[src/rtl/csel_pkg.sv]
// ----------------------------------------------------------------------------
// csel_pkg
// Shared definitions for the nibble-serial carry-select subtractor:
//   NIB_W          slice width processed per clock
//   cssub_state_t  control FSM states
//   cnt_w()        nibble-counter width for a given nibble count (minimum 1)
// ----------------------------------------------------------------------------
package csel_pkg;

    localparam int unsigned NIB_W = 4;

    typedef enum logic [1:0] {
        IDLE = 2'd0,
        BUSY = 2'd1,
        DONE = 2'd2
    } cssub_state_t;

    // Counter width for n nibbles; a single-nibble datapath still needs one bit.
    function automatic int unsigned cnt_w(input int unsigned n);
        return (n <= 1) ? 1 : $clog2(n);
    endfunction

endpackage

[src/rtl/csel_nibble.sv]
// ----------------------------------------------------------------------------
// csel_nibble
// Combinational 4-bit carry-select slice: two ripple adders (carry-in 0 and 1)
// evaluated in parallel, with the result pair chosen by cin.
//   x, y  in  4  addends
//   cin   in  1  selects between the precomputed carry-in 0 / 1 results
//   s     out 4  sum
//   cout  out 1  carry out
// ----------------------------------------------------------------------------
module csel_nibble
    import csel_pkg::*;
(
    input  logic [NIB_W-1:0] x,
    input  logic [NIB_W-1:0] y,
    input  logic             cin,
    output logic [NIB_W-1:0] s,
    output logic             cout
);

    logic [NIB_W-1:0] s0, s1;
    logic [NIB_W:0]   c0, c1;

    always_comb begin
        s0    = '0;
        s1    = '0;
        c0    = '0;
        c1    = '0;
        c0[0] = 1'b0;
        c1[0] = 1'b1;
        for (int unsigned i = 0; i < NIB_W; i++) begin
            s0[i]   = x[i] ^ y[i] ^ c0[i];
            c0[i+1] = (x[i] & y[i]) | (c0[i] & (x[i] ^ y[i]));
            s1[i]   = x[i] ^ y[i] ^ c1[i];
            c1[i+1] = (x[i] & y[i]) | (c1[i] & (x[i] ^ y[i]));
        end
    end

    assign s    = cin ? s1 : s0;
    assign cout = cin ? c1[NIB_W] : c0[NIB_W];

endmodule

[src/rtl/csel_serial_subtractor.sv]
// ----------------------------------------------------------------------------
// csel_serial_subtractor
// Nibble-serial subtractor: diff = a - b - bin (mod 2^WIDTH), one 4-bit
// carry-select slice per clock, behind a start/done handshake.
// Latency start->done is WIDTH/4 + 1 cycles.
//   WIDTH  param  operand width, multiple of 4, >= 4
//   clk    in  1      rising-edge clock
//   rst    in  1      synchronous active-high reset
//   start  in  1      request; operands sampled when accepted (IDLE or DONE)
//   a, b   in  WIDTH  minuend / subtrahend
//   bin    in  1      borrow in
//   busy   out 1      nibbles being processed
//   done   out 1      one-cycle pulse, results valid from here on
//   diff   out WIDTH  difference
//   bout   out 1      borrow out (unsigned underflow)
//   ovf    out 1      signed overflow, only when CSSUB_OVF_EN is defined
// Macro: CSSUB_OVF_EN enables the ovf port and its logic.
// ----------------------------------------------------------------------------
module csel_serial_subtractor
    import csel_pkg::*;
#(
    parameter int unsigned WIDTH = 16
) (
    input  logic             clk,
    input  logic             rst,
    input  logic             start,
    input  logic [WIDTH-1:0] a,
    input  logic [WIDTH-1:0] b,
    input  logic             bin,
    output logic             busy,
    output logic             done,
    output logic [WIDTH-1:0] diff,
    output logic             bout
`ifdef CSSUB_OVF_EN
    ,
    output logic             ovf
`endif
);

    localparam int unsigned N  = WIDTH / NIB_W;
    localparam int unsigned CW = cnt_w(N);

    cssub_state_t     state_q, state_d;
    logic             accept;
    logic             last;

    logic [WIDTH-1:0] a_q, b_q;
    logic             carry_q;
    logic [CW-1:0]    cnt_q;

    int unsigned      base;
    logic [NIB_W-1:0] x_n, y_n, s_n;
    logic             cout_n;

    // Subtraction as a + ~b + ~bin: the borrow chain is the inverted carry chain.
    assign base = 32'(cnt_q) * NIB_W;
    assign x_n  = a_q[base +: NIB_W];
    assign y_n  = ~b_q[base +: NIB_W];
    assign last = (cnt_q == CW'(N - 1));

    csel_nibble u_nib (
        .x    (x_n),
        .y    (y_n),
        .cin  (carry_q),
        .s    (s_n),
        .cout (cout_n)
    );

    always_ff @(posedge clk) begin
        if (rst) state_q <= IDLE;
        else     state_q <= state_d;
    end

    always_comb begin
        state_d = state_q;
        accept  = 1'b0;
        case (state_q)
            IDLE: begin
                if (start) begin
                    accept  = 1'b1;
                    state_d = BUSY;
                end
            end
            BUSY: begin
                if (last) state_d = DONE;
            end
            DONE: begin
                if (start) begin
                    accept  = 1'b1;
                    state_d = BUSY;
                end else begin
                    state_d = IDLE;
                end
            end
            default: state_d = IDLE;
        endcase
    end

    assign busy = (state_q == BUSY);
    assign done = (state_q == DONE);

    // Results for the final nibble are registered on the BUSY->DONE edge so
    // they are already valid in the DONE cycle.
    always_ff @(posedge clk) begin
        if (rst) begin
            a_q     <= '0;
            b_q     <= '0;
            carry_q <= 1'b0;
            cnt_q   <= '0;
            diff    <= '0;
            bout    <= 1'b0;
`ifdef CSSUB_OVF_EN
            ovf     <= 1'b0;
`endif
        end else if (accept) begin
            a_q     <= a;
            b_q     <= b;
            carry_q <= ~bin;
            cnt_q   <= '0;
        end else if (state_q == BUSY) begin
            diff[base +: NIB_W] <= s_n;
            carry_q             <= cout_n;
            if (last) begin
                bout <= ~cout_n;
`ifdef CSSUB_OVF_EN
                ovf  <= (a_q[WIDTH-1] != b_q[WIDTH-1]) && (s_n[NIB_W-1] != a_q[WIDTH-1]);
`endif
            end else begin
                cnt_q <= cnt_q + 1'b1;
            end
        end
    end

endmodule

[config.mk]
export PLATFORM = sky130hd
export DESIGN_NAME = csel_serial_subtractor
export DESIGN_NICKNAME = d
export VERILOG_FILES = /design/src/rtl/csel_pkg.sv /design/src/rtl/csel_nibble.sv /design/src/rtl/csel_serial_subtractor.sv
export SDC_FILE = /design/constraint.sdc
export NUM_CORES = 1
export LEC_CHECK = 0
export CORE_ASPECT_RATIO = 0.6
export CORE_UTILIZATION = 45
export CTS_BUF_LIST = sky130_fd_sc_hd__clkbuf_16
export CTS_CLUSTER_DIAMETER = 30
export DETAILED_ROUTE_END_ITERATION = 6
export GPL_TIMING_DRIVEN = 0
export PLACE_DENSITY_LB_ADDON = 0.05
export SLEW_MARGIN = 20
export SYNTH_ARGS = -nofsm -noshare
export SYNTH_HDL_FRONTEND = slang
export SYNTH_SLANG_ARGS = --single-unit
[constraint.sdc]
create_clock -name clk -period 2.9 [get_ports clk]
set_input_delay 0.29 -clock clk [delete_from_list [all_inputs] [get_ports clk]]
set_output_delay 0.29 -clock clk [all_outputs]
set_load 0.03 [all_outputs]
==> results of run 1 <==
-- critical path, delay by kind of cell (launching register included) --
| kind | cells | cell delay, ps |
|---|---|---|
| buffers and inverters | 4 | 270 |
| multiplexers | 2 | 750 |
| AO/OA/AOI/OAI | 1 | 110 |
| flip-flops | 1 | 370 |
| AND/OR/NAND/NOR | 1 | 90 |
| adder cells (fa/ha/maj) | 4 | 1130 |
-- cell type report --
cell class / count / share of cell area, %
Multi-Input combinational cell: 172 / 35.9
Sequential cell: 54 / 33.2
Timing Repair Buffer: 59 / 17.6
Clock buffer: 5 / 3.82
Buffer: 17 / 3.02
Tap cell: 66 / 2.52
Inverter: 18 / 2.06
Clock inverter: 3 / 1.95
-- how the worst min path moves through the flow --
| stage | end | slack [ps] | cells past startpoint |
|---|---|---|---|
| floorplan | a_q[0] | 430 | 2 |
| global placement | a_q[11] | 440 | 2 |
| detailed placement | a_q[8] | 450 | 2 |
| CTS | b_q[10] | 460 | 2 |
| global route | b_q[8] | 480 | 2 |
| finish | b_q[11] | 460 | 2 |
-- per-layer routing --
metal / share of wire [%] / track usage (%) / vias to the layer above
li1: - / - / 1018
met1: 51 / 35.4 / 956
met2: 41 / 30.4 / 60
met3: 7.4 / 5.38 / 4
met4: 0.68 / 5.76 / 0
met5: 0 / 0 / -
-- power by group through the flow --
stage	clock [mW]	sequential (mW)	combinational [mW]
5_1_grt	0.796	0.807	0.349
2_1_floorplan	0	0.825	0.159
6_report	0.764	0.802	0.319
3_5_place_dp	0	0.819	0.288
4_1_cts	0.765	0.802	0.298
3_3_place_gp	0	0.818	0.285
-- timing repair --
action | 4_1_cts | 5_1_grt
cloned | 0 | 0
resized for setup | 8 | 11
pin swaps | 0 | 2
setup buffers | 0 | 6
setup endpoints to repair | 10 | 6
-- stage by stage --
stage / area, um2 / hold slack (ps) / instances / setup TNS, ps
final: 3280 / 457 / 394 / 0
after global routing: 3280 / 475 / 394 / -78.4
after CTS: 3200 / 459 / 388 / 0
after detailed placement: 2980 / 449 / 380 / -2310
after global placement: 2980 / 442 / 380 / -2100
after floorplan: 2370 / 426 / 261 / 0
-- cells in the final DEF (no fill, tap or decap), types with 5 or more instances in the layout --
master and n:
nand2_1 66, clkdlybuf4s50_1 53, dfxtp_1 52, a21oi_1 34
inv_1 15, o32ai_1 15, nand2b_1 11, clkbuf_1 9
mux4_2 8, ha_1 7, buf_2 6, buf_4 6
clkbuf_16 5
-- cells by family (layout without fill, tap and decap cells) --
family / after synthesis / after routing / synth area share [%]
and+or+nand+nor: 97 / 97 / 18.7
DFF: 54 / 54 / 45.6
AOI/OAI and AO/OA: 52 / 52 / 13.8
buffers and inverters: 35 / 102 / 5.91
adders and majority gates: 11 / 11 / 6.75
muxes: 10 / 10 / 8.44
xor gates and xnor gates: 2 / 2 / 0.739
-- state kept, by name (all words and copies together), names as in the netlist --
name	count
a_q	16
bout	1
carry_q	1
b_q	16
state_q	2
diff	16
cnt_q	2
==> flow_metrics.tcl, run 1 <==
set metrics [dict create \
    outcome "finished clean" \
    netlist_top_cells_count "nand2_1, dfxtp_1, a21oi_1, inv_1, o32ai_1" \
    drive_gt1_share_pct 12.8 \
    floorplan.die_area_mm2 0.00557 \
    synthArstFlopShare_pct 0 \
    seq_power_share_pct 42.6 \
    path_max_fanout 7 \
    ir_drop_mv 0.283 \
    h-tree-depth 2 \
    synth_most_common_cell "nand2_1" \
    hpwl_um 4240 \
    antenna_cells 0 \
    swShare_pct 24.4 \
    internal_power_mw 1.42 \
    yosys.area.top_type_share_pct 45.6 \
    seq_area_frac_synth_pct 45.6 \
    ys_ff_latch 54 \
    synth_edf_count 0 \
    wirelength_um 5910 \
    dieWidth_um 95.7 \
    root_buffer "clkbuf_16" \
    wl_per_cell_um 15.0 \
    ant_nets 0 \
    final_core_util_pct 64.8 \
    seq_area_mm2 0.00109 \
    synth_cell_type_count 28 \
    grt_max_degree 17 \
    drt_iter0_markers 77 \
    critPathKind "flop to flop" \
    r2r_start "cnt_q[0]" \
    ys.flop_type "dfxtp_1" \
    tightest_slew_ps 549 \
    syn_avg_cell_area_um2 9.08 \
    grt_pass1_vias 1830 \
    multi_input_area_mm2 0.00118 \
    power_density_mw_per_mm2 575 \
    synth_area_leaders "dfxtp_1, nand2_1, mux4_2" \
    clock.fmax_ghz 0.356 \
    fin_crit_ps 2810 \
    via_per_inst 5.17 \
    hp-class "flop to flop" \
    fin_crit_sh_pct 96.8 \
    track_usage_pct 22.5 \
    grt_pass1_wl_um 9180 \
    clk_path_buf_depth 2 \
    endpoint "diff[15]" \
    syn_area_mm2 0.00237 \
    ios 55 \
    required_ps 3100 \
    reg2reg_depth 12 \
    initial_core_util_pct 46.9 \
    numPortBuffers 53 \
    timing.clock.skew_ps 9.44 \
    grt.overflow.total 0 \
    slew_headroom_pct 63.4 \
    dp_slack_ps -444 \
    clk_pin_slew_worst_paths_ps 70 \
    firstDrtPassIters 5 \
    p_clk_share_pct 40.5 \
    power.leakage_nw 1.19 \
    area_growth_pct 38.2 \
    hold_start "b_q[11]" \
    clock_sinks 54 \
    antenna_found_initial 0 \
    hold_viol 0 \
    clk_latency_ps 300 \
    setup_viol 0 \
    worstReg2RegEnd "diff[15]" \
    nFillCells 430 \
    numCtsBuffers 5 \
    endpoint_kind "flop" \
    worst_path_largest_cell_delay_ps 550 \
    reg2reg_slack_ps 90 \
    num_vias 2038 \
    coreArea_mm2 0.00505 \
    syn-num-nets 308 \
    ys_warn_count 0 \
    gp_congestion 0.811 \
    crit_path_top_delay_cell "mux4_2" \
    finalPower_mw 1.88 \
    nNetsFinal 374 \
    p_switching_mw 0.460 \
    drv_slew 0 \
    row_count 20 \
    start_kind "flop" \
    drc_errors 0 \
    drv_cap 0 \
    arrival_ps 3010 \
    cp_cell_sequence "buf_12 > mux4_2 > inv_2 > ha_2 > inv_1 > mux2i_2 > fa_2 > fa_2 > inv_2 > fa_1 > nand2b_4 > o32ai_1" \
    pwr-share-comb_pct 16.9 \
    cts_tree "yes" \
    synth_area_leader_cell "dfxtp_1" \
    worst_slack_ps 93.2 \
    synthCells 261 \
    holdBufCountCts 0 \
    setup.worst_path.start "cnt_q[0]" \
    fp.dieH_um 58.2 \
]
Note: power is estimated with default switching activity, not from simulation.
==> run 2: changes to the inputs <==
Settings changed: CORE_UTILIZATION 45 to 46, CTS_BUF_LIST sky130_fd_sc_hd__clkbuf_16 to sky130_fd_sc_hd__clkbuf_4 sky130_fd_sc_hd__clkbuf_8.
==> run 2 against run 1 <==
Compared with the run above: utilization up 2.4 points; register-to-register slack about the same; power fell by 14%; count of clock-buffer cells in the layout stayed put; clock power decreased by 35%; routed wire length fell by 1.5%; first-iteration DRC count rose by 71%; cell count down 0.76%; critical path type unchanged; critical endpoint is now diff[3]; largest power group unchanged.
==> flow_metrics.tcl, run 2 (synthesis results as in run 1) <==
set metrics [dict create \
    grtUsageMet3_pct 4.99 \
    grt_max_degree 17 \
    hp-class "flop to flop" \
    setup_viol 0 \
    busiest_layer "met1" \
    area_growth_pct 34.7 \
    path_common_cell "fa_2" \
    endpoint_kind "flop" \
    crit_family "adder cells" \
    nNetsFinal 374 \
    path_max_fanout 4 \
    drv_slew 0 \
    drc_errors 0 \
    clk_path_buf_depth 2 \
    final_common_cell "nand2_1" \
    arrival_ps 2980 \
    power_density_mw_per_mm2 507 \
    clk_latency_ps 300 \
    gp_congestion 0.768 \
    wl_per_cell_um 14.9 \
    required_ps 3080 \
    hold_viol 0 \
    slew_headroom_pct 62.7 \
    dieWidth_um 94.7 \
    track_usage_pct 23.0 \
    antenna_cells 0 \
    initial_core_util_pct 49.9 \
    tightest_slew_ps 559 \
    grt_pass1_vias 1890 \
    power.leakage_nw 1.16 \
    clk_pin_slew_worst_paths_ps 100 \
    critPathKind "flop to flop" \
    h-tree-depth 2 \
    fp.dieH_um 57.6 \
    drv_cap 0 \
    wirelength_um 5820 \
    final.setup.tns_ps 0 \
    ir_drop_mv 0.328 \
    firstDrtPassIters 4 \
    antenna_found_initial 0 \
    fin_crit_sh_pct 96.5 \
    floorplan.die_area_mm2 0.00545 \
    met1_usage_pct 36.7 \
    grt.overflow.total 0 \
    drt_iter0_markers 132 \
    coreArea_mm2 0.00475 \
    num_vias 2067 \
    timing.clock.skew_ps 6.84 \
    numCtsBuffers 5 \
    hpwl_um 4300 \
    top_regs "a_q x16, b_q x16, diff x16" \
    ios 55 \
    grt_pass1_wl_um 9370 \
    start_kind "flop" \
    holdWs_ps 458 \
    row_count 19 \
    crit_buf_inv 2 \
    outcome "finished clean" \
    holdBufCountCts 0 \
    met2_usage_pct 31.9 \
    crit_path_top_delay_cell "mux4_2" \
    drive_gt1_share_pct 12.8 \
    cts_tree "yes" \
    worst_path_largest_cell_delay_ps 530 \
    numPortBuffers 53 \
    fin_crit_ps 2800 \
    clock.fmax_ghz 0.357 \
    ant_nets 0 \
    clock_sinks 54 \
    cp_cell_sequence "mux4_2 > ha_1 > inv_1 > mux2i_2 > fa_2 > fa_2 > inv_2 > fa_1 > nand2b_4 > o32ai_1" \
    final_cell_mix "nand2_1, clkdlybuf4s50_1, dfxtp_1" \
    via_per_inst 5.29 \
    root_buffer "clkbuf_8" \
]
run 2: cell count changes in the layout (fill, tap and decap cells not counted), sizes merged:
| cell | change |
|---|---|
| buf | -1 |
| bufinv | -1 |
| clkbuf | +1 |
| clkinv | +1 |
run 2: routing by layer:
metal,vias up,wire length (um)
met5,-,0
met4,0,18
met3,2,406
met2,61,2360
met1,984,3030
li1,1020,-
run 2: final timing paths:
check	start	endpoint	slack, ps	cells after the start
max	cnt_q[0]	diff[3]	100	10
min	a_q[10]	a_q[10]	460	2
max reg2reg	cnt_q[0]	diff[3]	100	10
min reg2reg	a_q[10]	a_q[10]	460	2
run 2: cell type report:
cell class,instances,area (um2)
plain buffers,17,97.6
clock buffers,5,68.8
clock inverters,3,40.0
fillers,412,1560
inverters,18,67.6
multi-input cells,172,1180
flip-flops and latches,54,1090
well taps,63,78.8
repair buffers,59,576
run 2: repair_timing:
| item | in CTS | in global routing |
|---|---|---|
| endpoints found under the setup margin | 10 | 6 |
| resized for setup | 8 | 9 |
| buffers inserted | 0 | 6 |
| pin swaps | 0 | 2 |
run 2: tightest hold or removal path: stages, from the launching register on:
cell and delay, ps:
dfxtp_1 320, nand2_1 50, a21oi_1 50
run 2: power breakdown:
group / total, mW / switching (mW) / internal (mW)
Combinational: 0.321 / 0.167 / 0.153
Sequential: 0.801 / 0.0224 / 0.779
Clock: 0.497 / 0.243 / 0.254
run 2: stage by stage:
| step | std cells | instance area [um2] | total power, mW | util (%) | setup slack, ps |
|---|---|---|---|---|---|
| after floorplan | 261 | 2370 | 0.984 | - | 47.2 |
| after global placement | 377 | 2980 | 1.10 | 62.7 | -385 |
| after detailed placement | 377 | 2980 | 1.11 | 62.7 | -427 |
| after CTS | 385 | 3120 | 1.60 | 65.6 | 4.18 |
| after global routing | 391 | 3190 | 1.69 | 67.2 | -8.33 |
| final | 391 | 3190 | 1.62 | 67.2 | 101 |
==> run 3: changes to the inputs <==
Settings changed: ABC_AREA set to 1, CAP_MARGIN set to 30, CORE_UTILIZATION 46 to 47.
==> run 3 against run 2 <==
Compared with the run above: worst hold slack worse by 170 ps; count of clock-buffer cells in the layout increased by 2; clock power shrank 11%; area after synthesis up 4.5%; critical path depth increased by 7; synthesized cell count grew 28%; non-clock buffer count increased by 1; power up 4.3%; combinational power grew 32%; largest power group unchanged.
==> flow_metrics.tcl, run 3 <==
set metrics [dict create \
    fp.dieH_um 58.2 \
    coreArea_mm2 0.00505 \
    worst_path_largest_cell_delay_ps 470 \
    drt_iter0_markers 134 \
    ir_drop_mv 0.276 \
    antenna_cells 0 \
    numPortBuffers 53 \
    dieWidth_um 95.7 \
    wirelength_um 6030 \
    nNetsFinal 448 \
    syn_area_mm2 0.00248 \
    tightest_slew_ps 466 \
    cts_tree "yes" \
    crit_path_top_delay_cell "fa_2" \
    holdWs_ps 283 \
    grt_max_degree 16 \
    via_per_inst 4.97 \
    grt.overflow.total 0 \
    clk_path_buf_depth 2 \
    clk_pin_slew_worst_paths_ps 100 \
    final_cell_mix "nor2_1, clkdlybuf4s50_1, dfxtp_1" \
    synth_most_common_cell "nor2_1" \
    hpwl_um 4450 \
    layoutNonFillerInstCount 468 \
    numCtsBuffers 5 \
    critPathKind "flop to flop" \
    syn-num-nets 380 \
    wl_per_cell_um 12.9 \
    drv_slew 0 \
    grt_pass1_wl_um 9710 \
    netlist_top_cells_count "nor2_1, dfxtp_1, o21ai_0, nand2_1, a21oi_1" \
    drv_cap 0 \
    holdBufCountCts 0 \
    area_growth_pct 32.9 \
    row_count 20 \
    hp-class "primary input to flop" \
    syn_avg_cell_area_um2 7.44 \
    endpoint_kind "flop" \
    h-tree-depth 2 \
    top_regs "a_q x16, b_q x16, diff x16" \
    initial_core_util_pct 49.0 \
    final_common_cell "nor2_1" \
    outcome "finished clean" \
    seq_area_mm2 0.00109 \
    fin_crit_sh_pct 96.7 \
    fin_crit_ps 2800 \
    start_kind "flop" \
    root_buffer "clkbuf_8" \
    antenna_found_initial 0 \
    clock_sinks 54 \
    synth_edf_count 0 \
    drc_errors 0 \
    ys_ff_latch 54 \
    required_ps 3100 \
    nFillCells 456 \
    gp_congestion 0.821 \
    stdcell_area_mm2 0.00329 \
    clock.fmax_ghz 0.357 \
    slew_headroom_pct 69.0 \
    synth_area_leaders "dfxtp_1, nor2_1, o21ai_0" \
    track_usage_pct 23.4 \
    synth_area_leader_cell "dfxtp_1" \
    multi_input_area_mm2 0.00123 \
    synthCells 333 \
    clk_latency_ps 310 \
    cp_cell_sequence "inv_4 > buf_6 > nand2_1 > nand3_1 > and2_4 > inv_1 > ha_1 > nand2_1 > o21ai_2 > fa_2 > fa_2 > inv_1 > fa_2 > nand2_1 > nor2_1 > nand2_1 > a21oi_1" \
    path_common_cell "nand2_1" \
    ys.flop_type "dfxtp_1" \
    synth_cell_type_count 28 \
    reg2reg_depth 17 \
    seq_area_frac_synth_pct 43.6 \
    dpl_cell_area_mm2 0.00309 \
    grt_pass1_vias 2011 \
    timing.clock.skew_ps 11.8 \
    firstDrtPassIters 4 \
    power.leakage_nw 1.33 \
    power_density_mw_per_mm2 513 \
    path_max_fanout 6 \
    rsz0062_at_grt "false" \
    drive_gt1_share_pct 13.2 \
    yosys.area.top_type_share_pct 43.6 \
    setup_viol 0 \
    arrival_ps 3010 \
    hold_viol 0 \
    whs_path_depth 2 \
    ios 55 \
    num_vias 2328 \
    ys_warn_count 0 \
    floorplan.die_area_mm2 0.00557 \
    synthArstFlopShare_pct 0 \
    ant_nets 0 \
    final_core_util_pct 65.1 \
    placed_cells 452 \
]
## run 3: changes by cell type after synthesis, sizes merged, moves of 12 or more
| cell | before | now |
|---|---|---|
| o21ai | 0 | 47 |
| nand2 | 66 | 48 |
| a21oi | 34 | 17 |
| o32ai | 16 | 0 |
| nor2 | 4 | 90 |
| nand2b | 12 | 0 |
## run 3: area by class of cell
class | count | area share (%)
flip-flops and latches | 54 | 33.0
inverters | 23 | 2.93
repair buffers | 63 | 18.4
well taps | 66 | 2.51
clock buffers | 7 | 2.74
plain buffers | 14 | 2.77
clock inverters | 1 | 0.152
multi-input cells | 240 | 37.5
## run 3: final timing paths
path | startpoint | endpoint | slack [ps]
max | cnt_q[0] | diff[7] | 100
min | rst | diff[3] | 280
min reg2reg | bout | bout | 470
max reg2reg | cnt_q[0] | diff[7] | 100
## run 3: kinds of logic after synthesis
| group | after synthesis | synth area share, % |
|---|---|---|
| flops | 54 | 43.6 |
| simple gates | 156 | 26.8 |
| compound gates | 73 | 15.8 |
| buf+inv | 39 | 7.32 |
| fa+ha+maj | 11 | 6.46 |
## run 3: routing by layer
metal	up-vias	global-route usage (%)	share of wire, %
met1	1038	36.7	52
li1	1212	-	-
met5	-	0	0
met2	73	32.6	40
met4	0	5.12	0.70
met3	5	4.72	7.0
## run 3: where the power goes
group / switching, mW / leakage [nW] / internal [mW]
Combinational: 0.231 / 0.838 / 0.194
Clock: 0.240 / 0.0517 / 0.203
Sequential: 0.0309 / 0.445 / 0.791
## run 3: worst max-delay path, delay by kind of cell, from the launching register on
family / cells / cell delay, ps
AOI/OAI and AO/OA: 2 / 120
adders and majority gates: 4 / 1330
buffers and inverters: 4 / 310
DFF: 1 / 390
and+or+nand+nor: 7 / 560
## run 3: through the flow
stage                     power (mW)  setup WS, ps  TNS [ps]
final                           1.69          95.2         0
after global routing            1.78          6.43         0
after CTS                       1.69          24.3         0
after detailed placement        1.22          -265      -823
after global placement          1.21          -228      -645
after floorplan                 1.08          57.9         0
## run 3: timing repair
item	4_1_cts	5_1_grt
cloned	0	0
gates resized for setup	12	5
endpoints found under the setup margin	5	4
buffers inserted	8	2
pin swaps	3	2
